===== src/rtl/div_arb_pkg.sv =====
// Shared types and helpers for the divider arbiter.
// Holds the FSM state encoding, the error quotient pattern and the
// round-robin pick function used by rr_arbiter.
package div_arb_pkg;

    typedef enum logic [1:0] {IDLE, CLEAR, RUN, RESP} arb_state_t;

    // Largest supported requester count; the pick function works on this width.
    localparam int MAX_REQ = 8;

    // Quotient returned on timeout or divide-by-zero; sliced to W at the user.
    localparam logic [63:0] DIV_ERR_Q = '1;

    // First set bit of valid searching upward from ptr, wrapping at n.
    // Returns 0 when nothing is set; callers qualify with |valid.
    function automatic logic [2:0] rr_pick(input logic [MAX_REQ-1:0] valid,
                                           input logic [2:0]         ptr,
                                           input int unsigned        n);
        int unsigned j;
        logic        found;
        rr_pick = 3'd0;
        found   = 1'b0;
        for (int unsigned k = 0; k < MAX_REQ; k++) begin
            j = (32'(ptr) + k) % n;
            if (k < n && !found && valid[j]) begin
                rr_pick = 3'(j);
                found   = 1'b1;
            end
        end
    endfunction

endpackage


===== src/rtl/div_arbiter_rr_arbiter.sv =====
// Combinational round-robin picker: request vector plus priority pointer in,
// one-hot grant plus winner index out.
module rr_arbiter
    import div_arb_pkg::*;
#(
    parameter int NREQ = 4,
    localparam int IW  = $clog2(NREQ)
) (
    input  logic [NREQ-1:0] req,
    input  logic [IW-1:0]   ptr,
    output logic [NREQ-1:0] grant,
    output logic [IW-1:0]   idx,
    output logic            any
);

    logic [MAX_REQ-1:0] req_ext;
    logic [2:0]         ptr_ext;
    logic [2:0]         pick;

    // Widen to the package function's fixed width and pick the winner
    always_comb begin
        req_ext           = '0;
        req_ext[NREQ-1:0] = req;
        ptr_ext           = '0;
        ptr_ext[IW-1:0]   = ptr;
        pick              = rr_pick(req_ext, ptr_ext, NREQ);
        idx               = pick[IW-1:0];
        any               = |req;
        grant             = any ? (NREQ'(1) << idx) : '0;
    end

endmodule


===== src/rtl/div_arbiter.sv =====
// Shares one sequential divider between NREQ requesters.
// Round-robin grant, operand capture, divider reset/start sequencing with a
// timeout guard, and a one-cycle response pulse back to the winner.
// Optional macro DIV_ZERO_BYPASS_EN: a zero denominator skips the divider and
// answers with the error quotient on the next cycle.
module div_arbiter
    import div_arb_pkg::*;
#(
    parameter int NREQ    = 4,
    parameter int W       = 16,
    parameter int TIMEOUT = 64
) (
    input  logic              clk,
    input  logic              reset,
    input  logic [NREQ-1:0]   req_valid,
    input  logic [NREQ*W-1:0] req_num,
    input  logic [NREQ*W-1:0] req_den,
    output logic [NREQ-1:0]   req_ready,
    output logic [NREQ-1:0]   rsp_valid,
    output logic [W-1:0]      rsp_q,
    output logic              rsp_err,
    output logic              div_rst,
    output logic              div_start,
    output logic [W-1:0]      div_num,
    output logic [W-1:0]      div_den,
    input  logic [W-1:0]      div_q,
    input  logic              div_done,
    output logic              busy
);

    localparam int             IW       = $clog2(NREQ);
    localparam int             CW       = $clog2(TIMEOUT);
    localparam logic [CW-1:0]  TMO_LAST = CW'(TIMEOUT - 1);
    localparam logic [W-1:0]   ERR_Q    = DIV_ERR_Q[W-1:0];

    arb_state_t      state, state_next;
    logic [IW-1:0]   rr_ptr;
    logic [IW-1:0]   winner;
    logic [CW-1:0]   cnt;

    logic [NREQ-1:0] grant;
    logic [IW-1:0]   pick_idx;
    logic            any_req;
    logic [W-1:0]    num_sel;
    logic [W-1:0]    den_sel;
    logic            done_ok;
    logic            tmo;

    rr_arbiter #(.NREQ(NREQ)) u_rr (
        .req   (req_valid),
        .ptr   (rr_ptr),
        .grant (grant),
        .idx   (pick_idx),
        .any   (any_req)
    );

    // Operand mux for the current winner
    always_comb begin
        num_sel = '0;
        den_sel = '0;
        for (int i = 0; i < NREQ; i++) begin
            if (pick_idx == IW'(i)) begin
                num_sel = req_num[i*W +: W];
                den_sel = req_den[i*W +: W];
            end
        end
    end

    // A done seen on the first RUN cycle may be left over from the last op
    assign done_ok = (state == RUN) && (cnt != '0) && div_done;
    assign tmo     = (state == RUN) && (cnt == TMO_LAST);

    // State register
    always_ff @(posedge clk or negedge reset) begin
        if (!reset) state <= IDLE;
        else        state <= state_next;
    end

    // Next-state logic
    always_comb begin
        state_next = state;
        case (state)
            IDLE: begin
                if (any_req) begin
`ifdef DIV_ZERO_BYPASS_EN
                    state_next = (den_sel == '0) ? RESP : CLEAR;
`else
                    state_next = CLEAR;
`endif
                end
            end
            CLEAR:   state_next = RUN;
            RUN:     if (done_ok || tmo) state_next = RESP;
            RESP:    state_next = IDLE;
            default: state_next = IDLE;
        endcase
    end

    // Operand capture, timeout counter, result latch and pointer advance
    always_ff @(posedge clk or negedge reset) begin
        if (!reset) begin
            rr_ptr  <= '0;
            winner  <= '0;
            cnt     <= '0;
            div_num <= '0;
            div_den <= '0;
            rsp_q   <= '0;
            rsp_err <= 1'b0;
        end else begin
            case (state)
                IDLE: begin
                    if (any_req) begin
                        winner  <= pick_idx;
                        div_num <= num_sel;
                        div_den <= den_sel;
                        cnt     <= '0;
`ifdef DIV_ZERO_BYPASS_EN
                        if (den_sel == '0) begin
                            rsp_q   <= ERR_Q;
                            rsp_err <= 1'b1;
                        end
`endif
                    end
                end
                RUN: begin
                    cnt <= cnt + 1'b1;
                    // done takes priority over a simultaneous timeout
                    if (done_ok) begin
                        rsp_q   <= div_q;
                        rsp_err <= 1'b0;
                    end else if (tmo) begin
                        rsp_q   <= ERR_Q;
                        rsp_err <= 1'b1;
                    end
                end
                RESP: begin
                    rr_ptr <= (winner == IW'(NREQ - 1)) ? '0 : winner + 1'b1;
                end
                default: ;
            endcase
        end
    end

    // Outputs decoded from state; grants are suppressed while reset is held
    always_comb begin
        req_ready = (reset && state == IDLE) ? grant : '0;
        rsp_valid = (state == RESP) ? (NREQ'(1) << winner) : '0;
        div_rst   = !reset || (state == CLEAR);
        div_start = (state == RUN);
        busy      = (state != IDLE);
    end

endmodule


===== config.mk =====
export PLATFORM = sky130hd
export DESIGN_NAME = div_arbiter
export DESIGN_NICKNAME = d
export VERILOG_FILES = /design/src/rtl/div_arb_pkg.sv /design/src/rtl/div_arbiter_rr_arbiter.sv /design/src/rtl/div_arbiter.sv
export SDC_FILE = /design/constraint.sdc
export NUM_CORES = 1
export LEC_CHECK = 0
export CELL_PAD_IN_SITES_DETAIL_PLACEMENT = 0
export CELL_PAD_IN_SITES_GLOBAL_PLACEMENT = 1
export CORE_MARGIN = 2
export CORE_UTILIZATION = 24
export CTS_CLUSTER_DIAMETER = 50
export DETAILED_ROUTE_END_ITERATION = 16
export GPL_TIMING_DRIVEN = 0
export MAX_ROUTING_LAYER = met4
export PLACE_DENSITY_LB_ADDON = 0.3
export SYNTH_ARGS = -nofsm -noshare
export SYNTH_HDL_FRONTEND = slang
export SYNTH_SLANG_ARGS = --single-unit
export TNS_END_PERCENT = 5

===== constraint.sdc =====
create_clock -name clk -period 2.1 [get_ports clk]
set_input_delay 0.21 -clock clk [delete_from_list [all_inputs] [get_ports clk]]
set_output_delay 0.21 -clock clk [all_outputs]
set_load 0.02 [all_outputs]

# After elaboration in Yosys (flattened, before gate mapping)

Cells that the tools add are included.

Register bits: 61
Latch bits: 0
Bits in writable memories: 0
Bits in read-only memories: 0
Input port bits: 151
Output and inout bits: 60
Word-level logic and storage cells: 89
Memories: 0

$add $sub $neg: 5
Multipliers: 0
Div/mod/pow operators: 0
Order comparisons: 4
Equal/unequal tests: 10
Shift operators: 2
Multiplexer cells: 36
Bitwise operators: 0
Reduce and logical (&&, ||, !) cells: 24

Operator list:

| operator                                                                     | count |
|---|---|
| 16-bit two-way mux                                                           | 10 |
| 2-bit by 4-bit less-than comparator with 1-bit output, second input constant | 4 |
| 2-bit two-way mux                                                            | 7 |
| 4-bit two-way mux                                                            | 3 |
| 6-bit one-hot mux with 2 select lines                                        | 1 |
| 2-bit equality test, second input constant                                   | 5 |
| 1-bit two-way mux                                                            | 9 |
| 1-bit binary-select mux with 2-bit select                                    | 4 |
| 2-bit one-hot mux with 4 select lines                                        | 1 |
| 2-bit AND reduction                                                          | 4 |
| 1-bit by 2-bit left shift with 4-bit output, first input constant            | 2 |
| 1-bit logical AND                                                            | 7 |
| 6-bit by 1-bit adder with 6-bit output, second input constant                | 1 |
| 6-bit equality test, second input constant                                   | 1 |
| 6-bit two-way mux                                                            | 1 |
| 2-bit nonzero test                                                           | 3 |
| 6-bit nonzero test                                                           | 1 |
| 2-bit by 1-bit adder with 2-bit output, second input constant                | 2 |
| 2-bit adder, second input constant                                           | 2 |
| 2-bit by 1-bit equality test with 1-bit output, second input constant        | 2 |
| 1-bit zero test                                                              | 4 |
| 2-bit zero test                                                              | 2 |
| 4-bit OR reduction                                                           | 1 |
| 1-bit logical OR                                                             | 2 |
| other kinds (2)                                                              | 2 |

# Logic depth before layout (Yosys ltp)

Gate-level depths: netlist of the first run.

Word-level depth: 17
Mapped depth: 8
Gate-level depth less buffers: 7

# By module

Synthesis of the first run repeated with hierarchy kept, for this count alone.

Cell total of the unflattened synthesis: 257
Area, all modules: 3580.9 sq um

Modules (own cells, without submodules):

| module      | times used | cells an instance | area each (sq um) | sequential area each (sq um) |
|---|---|---|---|---|
| div_arbiter | 1          | 226               | 3359.5            | 1526.5 |
| rr_arbiter  | 1          | 31                | 221.5             | 0.0 |

# Worst setup path after synthesis of the first run

No wires, ideal clock.

Path type: flip-flop to output port
From: register state[0]
To: output port req_ready[0]
Arrival: 1892 ps
Required time: 1890 ps
Slack: -2 ps
Stages on the path, launching flop included: 8
Path buffers: 1
Cells stage by stage: dfrtp_1 inv_1 ha_1 inv_1 nor2_1 clkbuf_1 nand2_1 nor3_1

Longest elaborated chain between the ends: 3

RTL lines:

| item                   | RTL line           | source |
|---|---|---|
| start, declared        | div_arbiter.sv:36  | `arb_state_t state, state_next;` |
| start signal, assigned | div_arbiter.sv:76  | `else state <= state_next;` |
| 2-bit zero test        | div_arbiter.sv:146 | `req_ready = (reset && state == IDLE) ? grant : '0;` |
| 1-bit logical AND      | div_arbiter.sv:146 |  |
| 4-bit two-way mux      | div_arbiter.sv:146 |  |
| end, declared          | div_arbiter.sv:18  | `output logic [NREQ-1:0] req_ready,` |

No other way between the ends.

# Final worst setup path of the first run

From: register cnt[1]
To: register state[1]

Longest elaborated chain between the ends: 6
Elaborated cells on any way between the ends: 8
Classes of those cells: 2 x eq/ne; 6 x reduce/logical

RTL lines:

| item                                                   | RTL line           | source |
|---|---|---|
| start, declared                                        | div_arbiter.sv:39  | `logic [CW-1:0] cnt;` |
| start signal, assigned                                 | div_arbiter.sv:126 | `cnt <= cnt + 1'b1;` |
| 6-bit nonzero test                                     | div_arbiter.sv:70  | `assign done_ok = (state == RUN) && (cnt != '0) && div_done;` |
| 1-bit logical AND (2 in a row)                         | div_arbiter.sv:70  |  |
| 1-bit logical OR (*)                                   | div_arbiter.sv:93  | `RUN: if (done_ok \|\| tmo) state_next = RESP;` |
| 2-bit by 1-bit != test with 1-bit output (no line) (*) | --                 |  |
| 2-bit AND reduction (no line) (*)                      | --                 |  |

Mark *: on every way between the ends. The rest lies on a longest branch, timed or not.
A chain may end at the register's enable or synchronous reset.

==> results of run 1 <==
[sequential cells by signal, indices dropped and copies added (netlist names)]
signal,count
rsp_q,16
div_num,16
winner,2
cnt,6
div_den,16
state,2
rr_ptr,2
rsp_err,1
[power by group through the flow]
stage          Combinational (mW)  Sequential [mW]  Clock (mW)
2_1_floorplan                1.95             2.57           0
3_3_place_gp                 4.34             2.04           0
3_5_place_dp                 4.38             2.06           0
4_1_cts                      4.61             2.05        1.53
5_1_grt                      5.17             2.12        1.59
6_report                     4.75             2.04        1.48
[timing repair]
| item | CTS | global route |
|---|---|---|
| buffers inserted | 10 | 6 |
| endpoints found under the setup margin | 43 | 35 |
| pin swaps | 5 | 7 |
| resized for setup | 57 | 41 |
| hold buffers | 0 | 0 |
[stage by stage]
stage,setup TNS [ns],cells
global placement,-106.12,723
finish,0,750
CTS,-0.02760,747
global route,-0.03225,750
floorplan,-0.009545,333
detailed placement,-18.74,723
[layout make-up]
| class | count | share of cell area (%) |
|---|---|---|
| plain buffers | 19 | 1.895 |
| clock inverters | 4 | 0.7422 |
| clock buffers | 11 | 3.945 |
| repair buffers | 226 | 34.75 |
| well taps | 180 | 3.516 |
| inverters | 8 | 0.4688 |
| multi-input cells | 241 | 30.86 |
| flip-flops and latches | 61 | 23.83 |
[routing by layer]
layer	global-route usage (%)	up-vias	wire (um)
li1	-	1701	-
met1	19.29	1649	5235
met2	28.87	137	6114
met3	3.909	12	684
met4	3.833	0	157
met5	-	-	0
[cell usage after synthesis, types with 3 or more instances]
master / number / area, um2
a211oi_1: 34 / 255.2
and2_1: 5 / 31.28
and3_1: 17 / 106.4
buf_2: 7 / 35.03
clkbuf_1: 13 / 48.80
dfrtp_1: 61 / 1526
ha_1: 11 / 137.6
inv_1: 8 / 30.03
mux2i_1: 47 / 470.5
nand2_1: 24 / 90.09
nand3_1: 3 / 15.01
nor2_1: 29 / 108.9
nor2b_1: 4 / 25.02
nor3_1: 5 / 25.02
o21a_1: 3 / 22.52
o21ai_0: 4 / 20.02
o221ai_1: 15 / 131.4
o22a_1: 16 / 140.1
xor2_1: 3 / 26.28
[worst max-delay path: cells and delay by family, from the launching register on]
| kind | cells | cell delay [ns] |
|---|---|---|
| AO/OA/AOI/OAI | 3 | 0.55 |
| AND/OR/NAND/NOR | 1 | 0.46 |
| flip-flops | 1 | 0.39 |
| multiplexers | 1 | 0.30 |
| adder cells (fa/ha/maj) | 1 | 0.14 |
| buffers and inverters | 1 | 0.10 |
[path summary, 6_finish.rpt]
check / start / endpoint / slack (ns) / depth (start not counted)
worst max-delay path: cnt[1] / state[1] / 0.05 / 7
worst min-delay path: reset / cnt[2] / -0.02 / 1
worst max register to register: cnt[1] / state[1] / 0.05 / 7
worst min register to register: rsp_q[3] / rsp_q[3] / 0.48 / 1
max in group asynchronous: reset / div_num[9] / 1.58 / 1
min in group clk: rsp_q[3] / rsp_q[3] / 0.48 / 1
[logic make-up (layout without fill, tap and decap cells)]
kind of cell / after synthesis / count (layout) / synth area share [%]
and+or+nand+nor: 96 / 96 / 13.61
buffers and inverters: 31 / 268 / 3.925
DFF: 61 / 61 / 43.93
AOI/OAI and AO/OA: 80 / 80 / 18.94
muxes: 50 / 50 / 14.62
xor gates and xnor gates: 4 / 4 / 1.008
adders and majority gates: 11 / 11 / 3.961
==> results.cfg, run 1 <==
[status]
status = finished, violations left
violations = negative hold slack

[place]
hpwl_um = 9398
placed_cell_area_um2 = 5799
port_buffers = 210
gp_congestion = 0.7625
place_ws_ns = -1.045

[route]
vias = 3499
wl_per_cell_um = 16.26
first_pass_iters = 4
totalWireLength_um = 12190
antenna_left = 0
drc = 0
dr.first_iter.drc_count = 77
viasPerCell = 4.665

[worst_setup_path]
arrival_ns = 2.26
critical_path.cell_chain = inv_1 > ha_1 > or4b_4 > o211ai_4 > o21ai_4 > o21a_1 > mux2_4
critical_path_class = register to register
critPathMaxFanout = 7
critPathRequiredTime_ns = 2.30
worst_path_max_delay_cell = or4b_4
worstSetupStartpointType = register
cpPeakStageDelay_ns = 0.46
worstSetupEndpointType = register

[synthesis]
synth_fp_nets = 495
ys_seq_area_share_pct = 43.93
syn_inst = 333
synthArstFlopShare_pct = 100.0
yosys_warnings = 0
synth_enable_flop_cells = 0
synth-seq-cells = 61
synth_area_um2 = 3475
netlist-cell-type-count = 40
ys.flop_type = dfrtp_1
syn_avg_cell_area_um2 = 10.43

[clock_tree]
clk_latency_ns = 0.32
cts_tree = built
cts_root_buf = clkbuf_16
htree_num_levels = 3
clkTransAtPathRegs_ns = 0.05
numCtsBuffers = 9
cts_sinks = 61
clockBufferDepth = 2

[global_route]
gr-total-overflow = 0
grt_usage_pct = 16.53
grt_start_max_net_pins = 64
grt_pass1_wl_um = 20030
antenna_found_initial = 0
grt_pass1_vias = 3839

[finish]
area_delta_synth_final_pct = 84.37
nNetsFinal = 728
fin_util_pct = 45.80
final_cell_area_um2 = 6406
final_common_cell = clkdlybuf4s50_1
fillCellCount = 1377
multi_input_area_um2 = 1977
antenna_cells = 0
drive_gt1_share_pct = 15.26
final_cell_mix = 197 x clkdlybuf4s50_1, 61 x dfrtp_1, 47 x mux2i_1
ff_latch_area_um2 = 1526

[power]
power_density_nw_per_um2 = 1291
internal_power_mw = 5.013
p_sw_mw = 3.258
p_total_mw = 8.271
p_comb_share_pct = 57.4
leakage_nw = 2.730
swShare_pct = 39.39
seq_power_share_pct = 24.7
vdd_drop_max_mv = 0.4490
p_clk_share_pct = 17.9

[timing]
setup_viol = 0
tightestPinTransition_ns = 0.8183
hold_viol = 9
worst_slack_ns = 0.04540
min_period_over_period_pct = 97.84
hold_slack_ns = -0.01867
max_slew_margin_pct = 45.44
rsz0062_at_grt = yes
slew_viol_final = 0
skew_ns = 0.003651
min_period_ns = 2.055
max_freq_ghz = 0.4867

[die]
die_w_um = 124.3
initial_core_util_pct = 24.84
ios = 211
num_rows = 43
die_h_um = 124.3
core_area_um2 = 13990
die_area_um2 = 15460

[flow_run]
max_cap_violations = 0

[hold_path]
hold_class = input port to asynchronous set/reset pin
No activity file was read; power rests on OpenSTA's default activity.
==> inputs of run 2 (changes only) <==
--- a/config.mk
+++ b/config.mk
@@ -14,6 +14,7 @@
 export GPL_TIMING_DRIVEN = 0
 export MAX_ROUTING_LAYER = met4
 export PLACE_DENSITY_LB_ADDON = 0.3
+export REMOVE_ABC_BUFFERS = 1
 export SYNTH_ARGS = -nofsm -noshare
 export SYNTH_HDL_FRONTEND = slang
 export SYNTH_SLANG_ARGS = --single-unit
==> run 2 against run 1 <==
  * The flow still finishes with violations (negative hold slack)
  * Global-route usage up 1.8 points
  * Via count up 2.6%
  * Design area down 0.53%
  * Clock power about the same
  * Combinational power up 2%
  * Flip-flop and latch count unchanged
  * Critical endpoint is now req_ready[3]
  * Largest cell class unchanged
==> results.cfg, run 2 (same netlist as run 1, synthesis figures left out) <==
[worst_setup_path]
critPathRequiredTime_ns = 1.89
critical_path.cell_chain = clkdlybuf4s50_1 > nor2b_4 > o21a_4 > or3_4 > nor3_2 > buf_4
arrival_ns = 1.89
r2r_end = state[1]
cp_top_family = simple AND/OR/NAND/NOR gates
worstSetupStartpointType = input port
cpPeakStageDelay_ns = 0.48
worstReg2RegStart = cnt[0]
critPathMaxFanout = 6
critical_path_class = input port to output pin
critPathBufInv = 2
worstSetupEndpointType = output pin
r2r_cells = 7
r2r_slack_ns = 0.05
worst_path_max_delay_cell = clkdlybuf4s50_1

[die]
die_area_um2 = 15460
core_area_um2 = 13990
num_rows = 43
die_h_um = 124.3
die_w_um = 124.3
ios = 211
initial_core_util_pct = 24.84

[clock_tree]
cts_root_buf = clkbuf_16
clockBufferDepth = 2
clkTransAtPathRegs_ns = 0.06
cts_tree = built
clk_latency_ns = 0.33
cts_sinks = 61
numCtsBuffers = 9
htree_num_levels = 3

[global_route]
antenna_found_initial = 0
grt_pass1_vias = 3843
grt_pass1_wl_um = 21380
gr-total-overflow = 0
grt_start_max_net_pins = 64
grt_usage_pct = 18.29

[timing]
min_period_ns = 2.096
min_period_over_period_pct = 99.83
max_freq_ghz = 0.4770
tightestPinTransition_ns = 0.8302
hold_slack_ns = -0.01460
setup_viol = 0
rsz0062_at_grt = yes
finalSetupTns_ns = 0
hold_viol = 15
slew_viol_final = 0
skew_ns = 0.006625
max_slew_margin_pct = 44.65

[hold_path]
hold_class = input port to asynchronous set/reset pin

[status]
status = finished, violations left
violations = negative hold slack

[finish]
nNetsFinal = 719
drive_gt1_share_pct = 15.66
area_delta_synth_final_pct = 83.40
final_cell_area_um2 = 6372
layout.cells.non_filler = 742
fin_util_pct = 45.55
antenna_cells = 0
final_cell_mix = 200 x clkdlybuf4s50_1, 59 x dfrtp_1, 47 x mux2i_1
final_common_cell = clkdlybuf4s50_1
largestRegisters = div_den x16, div_num x16, rsp_q x16

[power]
leakage_nw = 2.615
p_clk_share_pct = 17.8
p_sw_mw = 3.486
p_total_mw = 8.422
p_comb_share_pct = 57.6
vdd_drop_max_mv = 0.4853
internal_power_mw = 4.936
swShare_pct = 41.39
seq_power_share_pct = 24.6
power_density_nw_per_um2 = 1322

[place]
placedCellCount = 700
hpwl_um = 8383
gp_congestion = 0.7541
placed_cell_area_um2 = 5698
port_buffers = 210

[route]
drc = 0
totalWireLength_um = 14150
viasPerCell = 4.840
wl_per_cell_um = 19.07
first_pass_iters = 4
dr.first_iter.drc_count = 136
vias = 3591
antenna_left = 0

[flow_run]
max_cap_violations = 0
[run 2: changes by cell type in the layout (fill, tap and decap cells not counted), sizes merged, moves of 3 or more]
cell           change
dlymetal6s2s       -3
clkbuf            -10
or4                +3
clkdlybuf4s50      +3
clkinvlp           +3
buf               -10
[run 2: area by class of cell]
class / count / area (um2)
clock buffer: 9 / 225.2
clock inverter: 7 / 75.07
fill: 1360 / 7616
inverter: 8 / 33.78
multi-input combinational: 250 / 2074
sequential: 61 / 1529
tap: 180 / 225.2
timing repair buffer: 227 / 2210
[run 2: per-stage QoR]
step | hold WS [ns] | setup WS [ns]
6_report | -0.01460 | 0.003589
5_1_grt | 0.05609 | -0.04835
3_3_place_gp | 0.4693 | -2.678
3_5_place_dp | 0.3728 | -1.638
4_1_cts | 0.009721 | -0.07521
2_1_floorplan | -0.08559 | -1.018
[run 2: power groups by stage]
stage / Clock, mW / Combinational [mW] / Sequential [mW]
after global placement: 0 / 4.26 / 2.04
after detailed placement: 0 / 4.25 / 2.06
after CTS: 1.55 / 4.68 / 2.08
after floorplan: 0 / 1.88 / 2.57
final: 1.50 / 4.85 / 2.07
after global routing: 1.60 / 5.22 / 2.15
[run 2: how the worst max path moves through the flow]
| stage | startpoint | end | slack, ns | cells past startpoint |
|---|---|---|---|---|
| 4_1_cts | rr_ptr[1] | req_ready[2] | -0.08 | 5 |
| 5_1_grt | req_valid[2] | req_ready[3] | -0.05 | 6 |
| 3_5_place_dp | req_valid[1] | div_num[9] | -1.64 | 6 |
| 3_3_place_gp | req_valid[0] | req_ready[0] | -2.68 | 6 |
| 6_report | req_valid[2] | req_ready[3] | 0.004 | 6 |
| 2_1_floorplan | rr_ptr[0] | req_ready[0] | -1.02 | 4 |
[run 2: timing repair]
item                                    CTS  global route
resized for setup                        57            19
gates cloned                              7             2
pin swaps                                 7             4
endpoints found under the setup margin   61            41
hold buffers                              0             0
buffers inserted                          9             8
endpoints found under the hold margin     0             0
[run 2: routing by layer]
layer  vias to the layer above  track usage (%)  part of all wire (%)  routed length, um
li1                       1707                -                     -                  -
met1                      1728            22.39                    43               6036
met2                       141            30.18                    50               7082
met3                        15            4.167                   5.8                819
met4                         0            5.486                   1.5                211
met5                         -                -                     0                  0
